**src/rtl/usr_param_if.sv**
```systemverilog
// Bundles the operation controls and register outputs of the universal shift register.
// The master modport drives the controls; the slave modport is the register itself.
interface usr_param_if #(
    parameter int WIDTH = 8,
    parameter int CNT_W = 4
);
    logic             en;
    logic [2:0]       mode;
    logic [WIDTH-1:0] data_in;
    logic             serial_in;
    logic             start;
    logic [CNT_W-1:0] count;
    logic [WIDTH-1:0] data_out;
    logic             shift_out;
    logic             busy;
    logic             done;

    modport master (
        output en, mode, data_in, serial_in, start, count,
        input  data_out, shift_out, busy, done
    );

    modport slave (
        input  en, mode, data_in, serial_in, start, count,
        output data_out, shift_out, busy, done
    );
endinterface

```
**src/rtl/usr_param.sv**
```systemverilog
// Universal shift register: single steps when idle, or a counted run of one
// shift/rotate mode.
module usr_param #(
    parameter int WIDTH = 8,
    parameter int CNT_W = 4
) (
    input logic        clk,
    input logic        rst_n,
    usr_param_if.slave bus
);
    localparam logic [2:0] M_HOLD = 3'b000;
    localparam logic [2:0] M_SRL  = 3'b001;
    localparam logic [2:0] M_SLL  = 3'b010;
    localparam logic [2:0] M_LOAD = 3'b011;
    localparam logic [2:0] M_ROR  = 3'b100;
    localparam logic [2:0] M_ROL  = 3'b101;
    localparam logic [2:0] M_SRA  = 3'b110;

    typedef enum logic {IDLE, RUN} state_t;

    state_t           state_q, state_d;
    logic [WIDTH-1:0] data_q, data_d;
    logic             sout_q, sout_d;
    logic [CNT_W-1:0] rem_q, rem_d;
    logic [2:0]       mode_q, mode_d;
    logic             done_q, done_d;
    logic [WIDTH:0]   step_res;

    // Result packed as {shift_out, data}; hold/load/reserved keep shift_out.
    function automatic logic [WIDTH:0] apply_step(
        input logic [2:0]       m,
        input logic [WIDTH-1:0] d,
        input logic [WIDTH-1:0] din,
        input logic             sin,
        input logic             so
    );
        logic [WIDTH-1:0] n;
        logic             s;
        n = d;
        s = so;
        case (m)
            M_SRL:   begin n = {sin, d[WIDTH-1:1]};      s = d[0];       end
            M_SLL:   begin n = {d[WIDTH-2:0], sin};      s = d[WIDTH-1]; end
            M_LOAD:  begin n = din;                                      end
            M_ROR:   begin n = {d[0], d[WIDTH-1:1]};     s = d[0];       end
            M_ROL:   begin n = {d[WIDTH-2:0], d[WIDTH-1]}; s = d[WIDTH-1]; end
            M_SRA:   begin n = {d[WIDTH-1], d[WIDTH-1:1]}; s = d[0];     end
            default: begin                                               end
        endcase
        return {s, n};
    endfunction

    function automatic logic is_shift(input logic [2:0] m);
        return (m == M_SRL) || (m == M_SLL) || (m == M_ROR) ||
               (m == M_ROL) || (m == M_SRA);
    endfunction

    always_comb begin
        state_d  = state_q;
        data_d   = data_q;
        sout_d   = sout_q;
        rem_d    = rem_q;
        mode_d   = mode_q;
        done_d   = 1'b0;
        step_res = '0;
        case (state_q)
            IDLE: begin
                if (bus.start) begin
                    // Accept edge only latches; shifting starts on the next edge.
                    mode_d = bus.mode;
                    if ((bus.count != '0) && is_shift(bus.mode)) begin
                        rem_d   = bus.count;
                        state_d = RUN;
                    end else begin
                        done_d = 1'b1;
                    end
                end else if (bus.en) begin
                    step_res = apply_step(bus.mode, data_q, bus.data_in,
                                          bus.serial_in, sout_q);
                    data_d   = step_res[WIDTH-1:0];
                    sout_d   = step_res[WIDTH];
                end
            end
            RUN: begin
                step_res = apply_step(mode_q, data_q, bus.data_in,
                                      bus.serial_in, sout_q);
                data_d   = step_res[WIDTH-1:0];
                sout_d   = step_res[WIDTH];
                rem_d    = rem_q - 1'b1;
                if (rem_q == CNT_W'(1)) begin
                    state_d = IDLE;
                    done_d  = 1'b1;
                end
            end
            default: state_d = IDLE;
        endcase
    end

    always_ff @(posedge clk or negedge rst_n) begin
        if (!rst_n) begin
            state_q <= IDLE;
            data_q  <= '0;
            sout_q  <= 1'b0;
            rem_q   <= '0;
            mode_q  <= M_HOLD;
            done_q  <= 1'b0;
        end else begin
            state_q <= state_d;
            data_q  <= data_d;
            sout_q  <= sout_d;
            rem_q   <= rem_d;
            mode_q  <= mode_d;
            done_q  <= done_d;
        end
    end

    assign bus.data_out  = data_q;
    assign bus.shift_out = sout_q;
    assign bus.busy      = (state_q == RUN);
    assign bus.done      = done_q;
endmodule

```
**src/flat_wrapper.sv**
```systemverilog
// flat-port wrapper written by rule: the top's interface ports become plain ports
module usr_param_flat 
#(
    parameter int WIDTH = 8,
    parameter int CNT_W = 4
)
  (clk, rst_n, bus_en, bus_mode, bus_data_in, bus_serial_in, bus_start, bus_count, bus_data_out, bus_shift_out, bus_busy, bus_done);
  usr_param_if #(.WIDTH(WIDTH), .CNT_W(CNT_W)) bus_i ();
  input logic clk;
  input logic rst_n;
  input wire logic [$bits(bus_i.en)-1:0] bus_en;
  input wire logic [$bits(bus_i.mode)-1:0] bus_mode;
  input wire logic [$bits(bus_i.data_in)-1:0] bus_data_in;
  input wire logic [$bits(bus_i.serial_in)-1:0] bus_serial_in;
  input wire logic [$bits(bus_i.start)-1:0] bus_start;
  input wire logic [$bits(bus_i.count)-1:0] bus_count;
  output wire logic [$bits(bus_i.data_out)-1:0] bus_data_out;
  output wire logic [$bits(bus_i.shift_out)-1:0] bus_shift_out;
  output wire logic [$bits(bus_i.busy)-1:0] bus_busy;
  output wire logic [$bits(bus_i.done)-1:0] bus_done;
  assign bus_i.en = bus_en;
  assign bus_i.mode = bus_mode;
  assign bus_i.data_in = bus_data_in;
  assign bus_i.serial_in = bus_serial_in;
  assign bus_i.start = bus_start;
  assign bus_i.count = bus_count;
  assign bus_data_out = bus_i.data_out;
  assign bus_shift_out = bus_i.shift_out;
  assign bus_busy = bus_i.busy;
  assign bus_done = bus_i.done;
  usr_param #(.WIDTH(WIDTH), .CNT_W(CNT_W)) u_core (.clk(clk), .rst_n(rst_n), .bus(bus_i));
endmodule
```
**config.mk**
```make
export PLATFORM = sky130hd
export DESIGN_NAME = usr_param_flat
export DESIGN_NICKNAME = d
export VERILOG_FILES = /design/src/rtl/usr_param_if.sv /design/src/rtl/usr_param.sv /design/src/flat_wrapper.sv
export SDC_FILE = /design/constraint.sdc
export NUM_CORES = 1
export LEC_CHECK = 0
export ABC_AREA = 0
export CELL_PAD_IN_SITES_DETAIL_PLACEMENT = 1
export CELL_PAD_IN_SITES_GLOBAL_PLACEMENT = 1
export CORE_UTILIZATION = 48
export CTS_BUF_LIST = sky130_fd_sc_hd__clkbuf_4 sky130_fd_sc_hd__clkbuf_8
export DETAILED_ROUTE_END_ITERATION = 8
export DONT_BUFFER_PORTS = 1
export MAX_ROUTING_LAYER = met4
export PLACE_DENSITY = 0.78
export SLEW_MARGIN = 5
export SYNTH_ARGS = -nofsm -noshare
export SYNTH_HDL_FRONTEND = slang
export SYNTH_SLANG_ARGS = --single-unit
```
**constraint.sdc**
```tcl
create_clock -name clk -period 1.9 [get_ports clk]
set_input_delay 0.095 -clock clk [delete_from_list [all_inputs] [get_ports clk]]
set_output_delay 0.095 -clock clk [all_outputs]
set_load 0.1 [all_outputs]
```
==> results of run 1 <==
routing by layer:
layer / share of wire / wire (microns) / GRT usage / vias to the layer above
li1: - / - / - / 770
met2: 0.48 / 2590 / 0.554 / 61
met4: 0.016 / 87 / 0.116 / 0
met1: 0.45 / 2390 / 0.459 / 843
met5: 0 / 0 / - / -
met3: 0.054 / 288 / 0.0393 / 9
how the worst max path moves through the flow:
stage / cells after the start / slack [ns] / to / start
after floorplan: 4 / 0.04 / u_core.bus.data_out[5] / u_core.bus.busy
after global placement: 4 / 0.22 / u_core.bus.data_out[6] / u_core.bus.busy
after detailed placement: 4 / 0.16 / u_core.bus.data_out[1] / u_core.mode_q[1]
after CTS: 4 / 0.12 / u_core.bus.data_out[1] / u_core.mode_q[1]
after global routing: 5 / 0.03 / u_core.bus.data_out[1] / u_core.mode_q[0]
final: 4 / 0.15 / u_core.mode_q[2] / u_core.bus.busy
flip-flops by register name, summed over array words and instances, names as in the netlist:
| name | cells |
|---|---|
| u_core.bus.busy | 1 |
| u_core.bus.data_out | 8 |
| u_core.bus.done | 1 |
| u_core.bus.shift_out | 1 |
| u_core.mode_q | 3 |
| u_core.rem_q | 4 |
through the flow:
step | instance area [sq um] | hold slack, ns | utilization
after floorplan | 1580 | -0.201 | -
after global placement | 1730 | -0.200 | 0.561
after detailed placement | 1730 | -0.200 | 0.561
after CTS | 1830 | 0.0265 | 0.596
after global routing | 1840 | 0.0571 | 0.597
final | 1840 | 0.0338 | 0.597
worst max-delay path, stage by stage, from the launching register on:
cell and delay, ns:
dfrtp_4 0.42, buf_4 0.26, clkinv_1 0.34, nand2_1 0.26, mux2_2 0.36
layout make-up:
type / instances / area (sq um) / share of cell area
Clock buffer: 4 / 36.3 / 0.0198
Multi-Input combinational cell: 151 / 1030 / 0.563
Tap cell: 44 / 55.1 / 0.0300
Inverter: 9 / 33.8 / 0.0184
Timing Repair Buffer: 27 / 220 / 0.120
Sequential cell: 18 / 457 / 0.249
kinds of logic after synthesis:
kind of cell | synth area share
flops | 0.286
simple gates | 0.299
mux | 0.0604
xor+xnor | 0.00556
fa+ha+maj | 0.0159
buf+inv | 0.0596
compound gates | 0.273
placed cells by master, fill, tap and decap left out, types with 6 or more instances in the layout:
master / n
nand2_1: 24
buf_4: 20
o21ai_0: 16
dfrtp_1: 15
nand4b_1: 11
a221oi_1: 9
inv_1: 8
o31ai_1: 8
nand2b_1: 8
dlygate4sd3_1: 7
nor2_1: 6
power by group:
part	total, uW	switching (uW)	internal, uW	leakage [uW]
logic	2630	1750	879	0.000510
clock network	273	156	117	0.0000210
registers	923	333	590	0.000213
what timing repair did:
action,CTS,global route
hold buffers,7,0
gates resized for setup,0,2
endpoints found under the setup margin,0,2
endpoints found under the hold margin,24,0
==> metrics.txt, run 1 <==
status=finished, final reports clean; clk root buf=clkbuf_4; share of cells above drive strength 1=0.206; setup TNS=0 ns; Leakage Power=between 0.0007 and 0.0008 uW; setup violators final=0; hold_sp=bus_start; post-DP HPWL=around 3.5 mm; first-pass GRT wire length=8.82 mm; First-pass DRT Iterations=4; hold path endpoint=u_core.bus.done; share of synthesized registers carrying an async set or reset=1.00; EDFF count, synth=0; io pins=31; Post-Layout Cell Count=253; clock slew at reported path FFs=about 0.12 ns; Critical Path Start Type=register; dominant cell type by area after synthesis=dfrtp_1; CTS buffer count=3; Routed WL per cell=roughly 21 microns; RSZ-0062 raised after global routing=no; Worst R2R Start=u_core.bus.busy; Worst-Skew Late Latency=between 0.3 and 0.4 ns; most common cell in the netlist=nand2_1; core box area=3080 sq um; synth top area cells=dfrtp_1 (29%), nand4b_1 (6.1%), nand2_1 (5.7%); Filler cells=a little under 400; Post-CTS Setup Bufs=0; register bit total from synthesis=18; distinct cell type count after synthesis=45; final wirelength=about 5.4 mm; Tcrit/Tclk final=0.922; syn_nets=roughly 220; TritonCTS clock tree=done; clock sinks=18; Worst R2R Path Depth=4; Layout Nets=around 230; ANT nets after route=0; PwrDens=roughly 2100 nW/um^2; hold path depth=2; Worst R2R End=u_core.mode_q[2]; PnR Total Power=approximately 3800 uW; Final Hold Viols=0; critical path type=reg -> reg; buffers added on ports=0; Mean Syn Cell Area=about 8.2 sq um; largest net degree at the start of global routing=25; worst-margin pin slew=approximately 0.92 ns; Layout Skew=slightly above 0.009 ns; final slew viol count=0; initial antenna violation count=0; worst setup margin=about 0.15 ns; Syn. warnings=0; most used flip-flop cell after synthesis=dfrtp_1; antenna cell count=0; top-area cell type share of the netlist area=0.286; R2R Setup Slk=around 0.15 ns; row count=20; Crit path arrival time=approximately 2 ns; Placed Cells incl. Taps=242; Worst setup EP type=register; sequential area share after synthesis=0.286; Post-synth top cells=nand2_1 (24), dfrtp_1 (18), o21ai_0 (16), clkbuf_1 (12), nand4b_1 (11); DP Worst Slack=between 0.15 and 0.2 ns; CP Data Required Time=2.12 ns; worst vdd ir=just under 0.001 V; synthesized cell area=~1600 sq um; H-tree Lvls=1; Synth Instances=193; crit path max fanout=24; GRT Overall Usage=0.348; post-layout min period=between 1.5 and 2 ns; 1st-iter DRT viols=100; Overflow after GRT=0; clock tree buffer depth=2; Starting Density=0.512; die boundary width=59.3 microns; RD Place Congestion=between 0.8 and 0.9; Die Span Y=just under 60 microns; Max Freq=between 0.5 and 0.6 GHz; max-cap violations=0; Hold Crit Class=in -> reg; relative slew slack=0.384; DIE AREA=about 3500 sq um; Layout area overhead=16.6%; Vias/cell=6.65; Residual DRC=0; via count=between 1500 and 2000; number of global-route vias before repair=1780
Power figures use the tool's default switching activity.
==> inputs of run 2 (changes only) <==
--- a/config.mk
+++ b/config.mk
@@ -12,7 +12,6 @@
 export CTS_BUF_LIST = sky130_fd_sc_hd__clkbuf_4 sky130_fd_sc_hd__clkbuf_8
 export DETAILED_ROUTE_END_ITERATION = 8
 export DONT_BUFFER_PORTS = 1
-export MAX_ROUTING_LAYER = met4
 export PLACE_DENSITY = 0.78
 export SLEW_MARGIN = 5
 export SYNTH_ARGS = -nofsm -noshare
==> metrics.txt, run 2 (same netlist as run 1, synthesis figures left out) <==
setup TNS=0 ns (unchanged); Residual DRC=0 (unchanged); RSZ-0062 raised after global routing=no (unchanged); number of global-route vias before repair=1784 (was 1780); Comb pwr share=0.687 (about the same); Worst R2R Start=u_core.mode_q[0] (was u_core.bus.busy); commonest non-fill, non-tap cell in the layout=nand2_1 (unchanged); Critical Path Most Common Cell=o31ai_1; Worst R2R Path Depth=5 (was 4); Critical Path Start Type=register (unchanged); setup violators final=0 (unchanged); largest net degree at the start of global routing=25 (unchanged); ANT nets after route=0 (unchanged); Layout Skew=0.00743 ns (was 0.00928 ns); row count=20 (unchanged); GRT Overall Usage=0.338 (was 0.348); CTS buffer count=3 (unchanged); hold path depth=2 (unchanged); hold path endpoint=u_core.bus.done (unchanged); Hold Crit Class=in -> reg (unchanged); clock slew at reported path FFs=0.13 ns (was 0.12 ns); 1st-iter DRT viols=97 (was 100); via count=1703 (was 1683); area of the multi-input gates=1030 sq um (unchanged); CP max-delay cell=dfrtp_1 (was dfrtp_4); Area after DPL=1730 sq um (unchanged); max-cap violations=0 (unchanged); CP Data Required Time=2.14 ns (was 2.12 ns); Vias/cell=6.73 (was 6.65); initial antenna violation count=0 (unchanged); post-layout min period=1.76 ns (was 1.75 ns); Placed Cells incl. Taps=242 (unchanged); WHS=0.0323 ns (was 0.0338 ns); Worst-Skew Late Latency=0.33 ns (about the same); R2R Setup Slk=0.14 ns (was 0.15 ns); most frequent cells in the layout=nand2_1 (24), buf_4 (20), o21ai_0 (16) (unchanged); relative slew slack=0.387 (was 0.384); clk root buf=clkbuf_4 (unchanged); Worst setup EP type=register (unchanged); Max Freq=0.569 GHz (was 0.571 GHz); die boundary width=59.3 microns (unchanged); Post-Layout Cell Count=253 (unchanged); first-pass GRT wire length=8.85 mm (was 8.82 mm); Filler cells=389 (unchanged); cells along the critical path=o31ai_1, o32a_1, buf_4, nand2_1, o31ai_1 (was buf_4, clkinv_1, nand2_1, mux2_2); Post-CTS Setup Bufs=0 (unchanged); Layout Nets=232 (unchanged); Worst R2R End=u_core.bus.data_out[1] (was u_core.mode_q[2]); Clk pwr share=0.072 (was 0.071); hold_sp=bus_start (unchanged); Worst Path Buf+Inv=1 (was 2); Die Span Y=59.3 microns (unchanged); Crit path arrival time=1.99 ns (was 1.97 ns); buffers added on ports=0 (unchanged); status=finished, final reports clean (unchanged); Largest register FFs=8 (unchanged); post-DP HPWL=3.53 mm (unchanged); antenna cell count=0 (unchanged); final slew viol count=0 (unchanged); final wirelength=5.39 mm (was 5.36 mm); Register Area=457 sq um (unchanged); crit path max fanout=14 (was 24); CP max stage delay=0.54 ns (was 0.42 ns); RD Place Congestion=0.866 (was 0.880); Final Hold Viols=0 (unchanged); core box area=3080 sq um (unchanged); worst vdd ir=0.000997 V (was 0.000995 V); Net Sw Power=2240 uW (about the same); Starting Density=0.512 (unchanged); Tcrit/Tclk final=0.926 (was 0.922); critical path type=reg -> reg (unchanged); clock sinks=18 (unchanged); CP top delay family=compound AO/OA/AOI/OAI gates (was buffers and inverters); Sw Ratio=0.585 (about the same); share of cells above drive strength 1=0.206 (unchanged); Routed WL per cell=21.3 microns (was 21.2 microns); Overflow after GRT=0 (unchanged); Finished Cell Area=1840 sq um (unchanged); First-pass DRT Iterations=4 (unchanged); Seq pwr share=0.241 (about the same); DIE AREA=3510 sq um (unchanged); TritonCTS clock tree=done (unchanged); PnR Total Power=3820 uW (about the same); Leakage Power=0.000744 uW (unchanged); Layout area overhead=16.6% (unchanged); clock tree buffer depth=2 (unchanged); PwrDens=2080 nW/um^2 (about the same); io pins=31 (unchanged); worst-margin pin slew=0.916 ns (was 0.921 ns); H-tree Lvls=1 (unchanged); P_int=1590 uW (about the same)
run 2: cell counts in the layout (fill, tap and decap cells not counted):
No cell type changed its count.
run 2: how the worst max path moves through the flow:
stage / from / end / slack, ns / cells past startpoint
6_report: u_core.mode_q[0] / u_core.bus.data_out[1] / 0.14 / 5
5_1_grt: u_core.mode_q[0] / u_core.bus.data_out[1] / 0.03 / 5
4_1_cts: u_core.mode_q[1] / u_core.bus.data_out[1] / 0.12 / 4
3_5_place_dp: u_core.mode_q[1] / u_core.bus.data_out[1] / 0.16 / 4
3_3_place_gp: u_core.bus.busy / u_core.bus.data_out[6] / 0.22 / 4
2_1_floorplan: u_core.bus.busy / u_core.bus.data_out[5] / 0.04 / 4
run 2: power groups by stage:
stage / registers (uW) / logic [uW] / clock network (uW)
floorplan: 1580 / 1240 / 0
global placement: 894 / 2470 / 0
detailed placement: 908 / 2550 / 0
CTS: 901 / 2580 / 266
global route: 958 / 2820 / 281
finish: 921 / 2630 / 275
run 2: per-stage QoR:
stage,worst slack (ns),utilization
after global routing,0.0317,0.597
after floorplan,0.0421,-
after detailed placement,0.158,0.561
final,0.141,0.597
after global placement,0.216,0.561
after CTS,0.124,0.596
run 2: cell type report:
| class | instances | area share |
|---|---|---|
| Timing Repair Buffer | 27 | 0.120 |
| Sequential cell | 18 | 0.249 |
| Tap cell | 44 | 0.0300 |
| Inverter | 9 | 0.0184 |
| Clock buffer | 4 | 0.0198 |
| Multi-Input combinational cell | 151 | 0.563 |
run 2: worst register-to-register path, cell delays in order (launching register included):
cell and delay [ns]:
dfrtp_1 0.54, o31ai_1 0.50, o32a_1 0.24, buf_4 0.20, nand2_1 0.11, o31ai_1 0.10
run 2: metal layers:
metal | vias up | global-route usage | wire (microns)
met3 | 9 | 0.0393 | 218
li1 | 766 | - | -
met4 | 0 | 0.116 | 88
met2 | 52 | 0.559 | 2660
met5 | - | 0 | 0
met1 | 876 | 0.456 | 2420
run 2: what timing repair did:
item | in CTS | in global routing
gates resized for setup | 0 | 2
endpoints found under the setup margin | 0 | 2
endpoints found under the hold margin | 24 | 0
hold buffers | 7 | 0
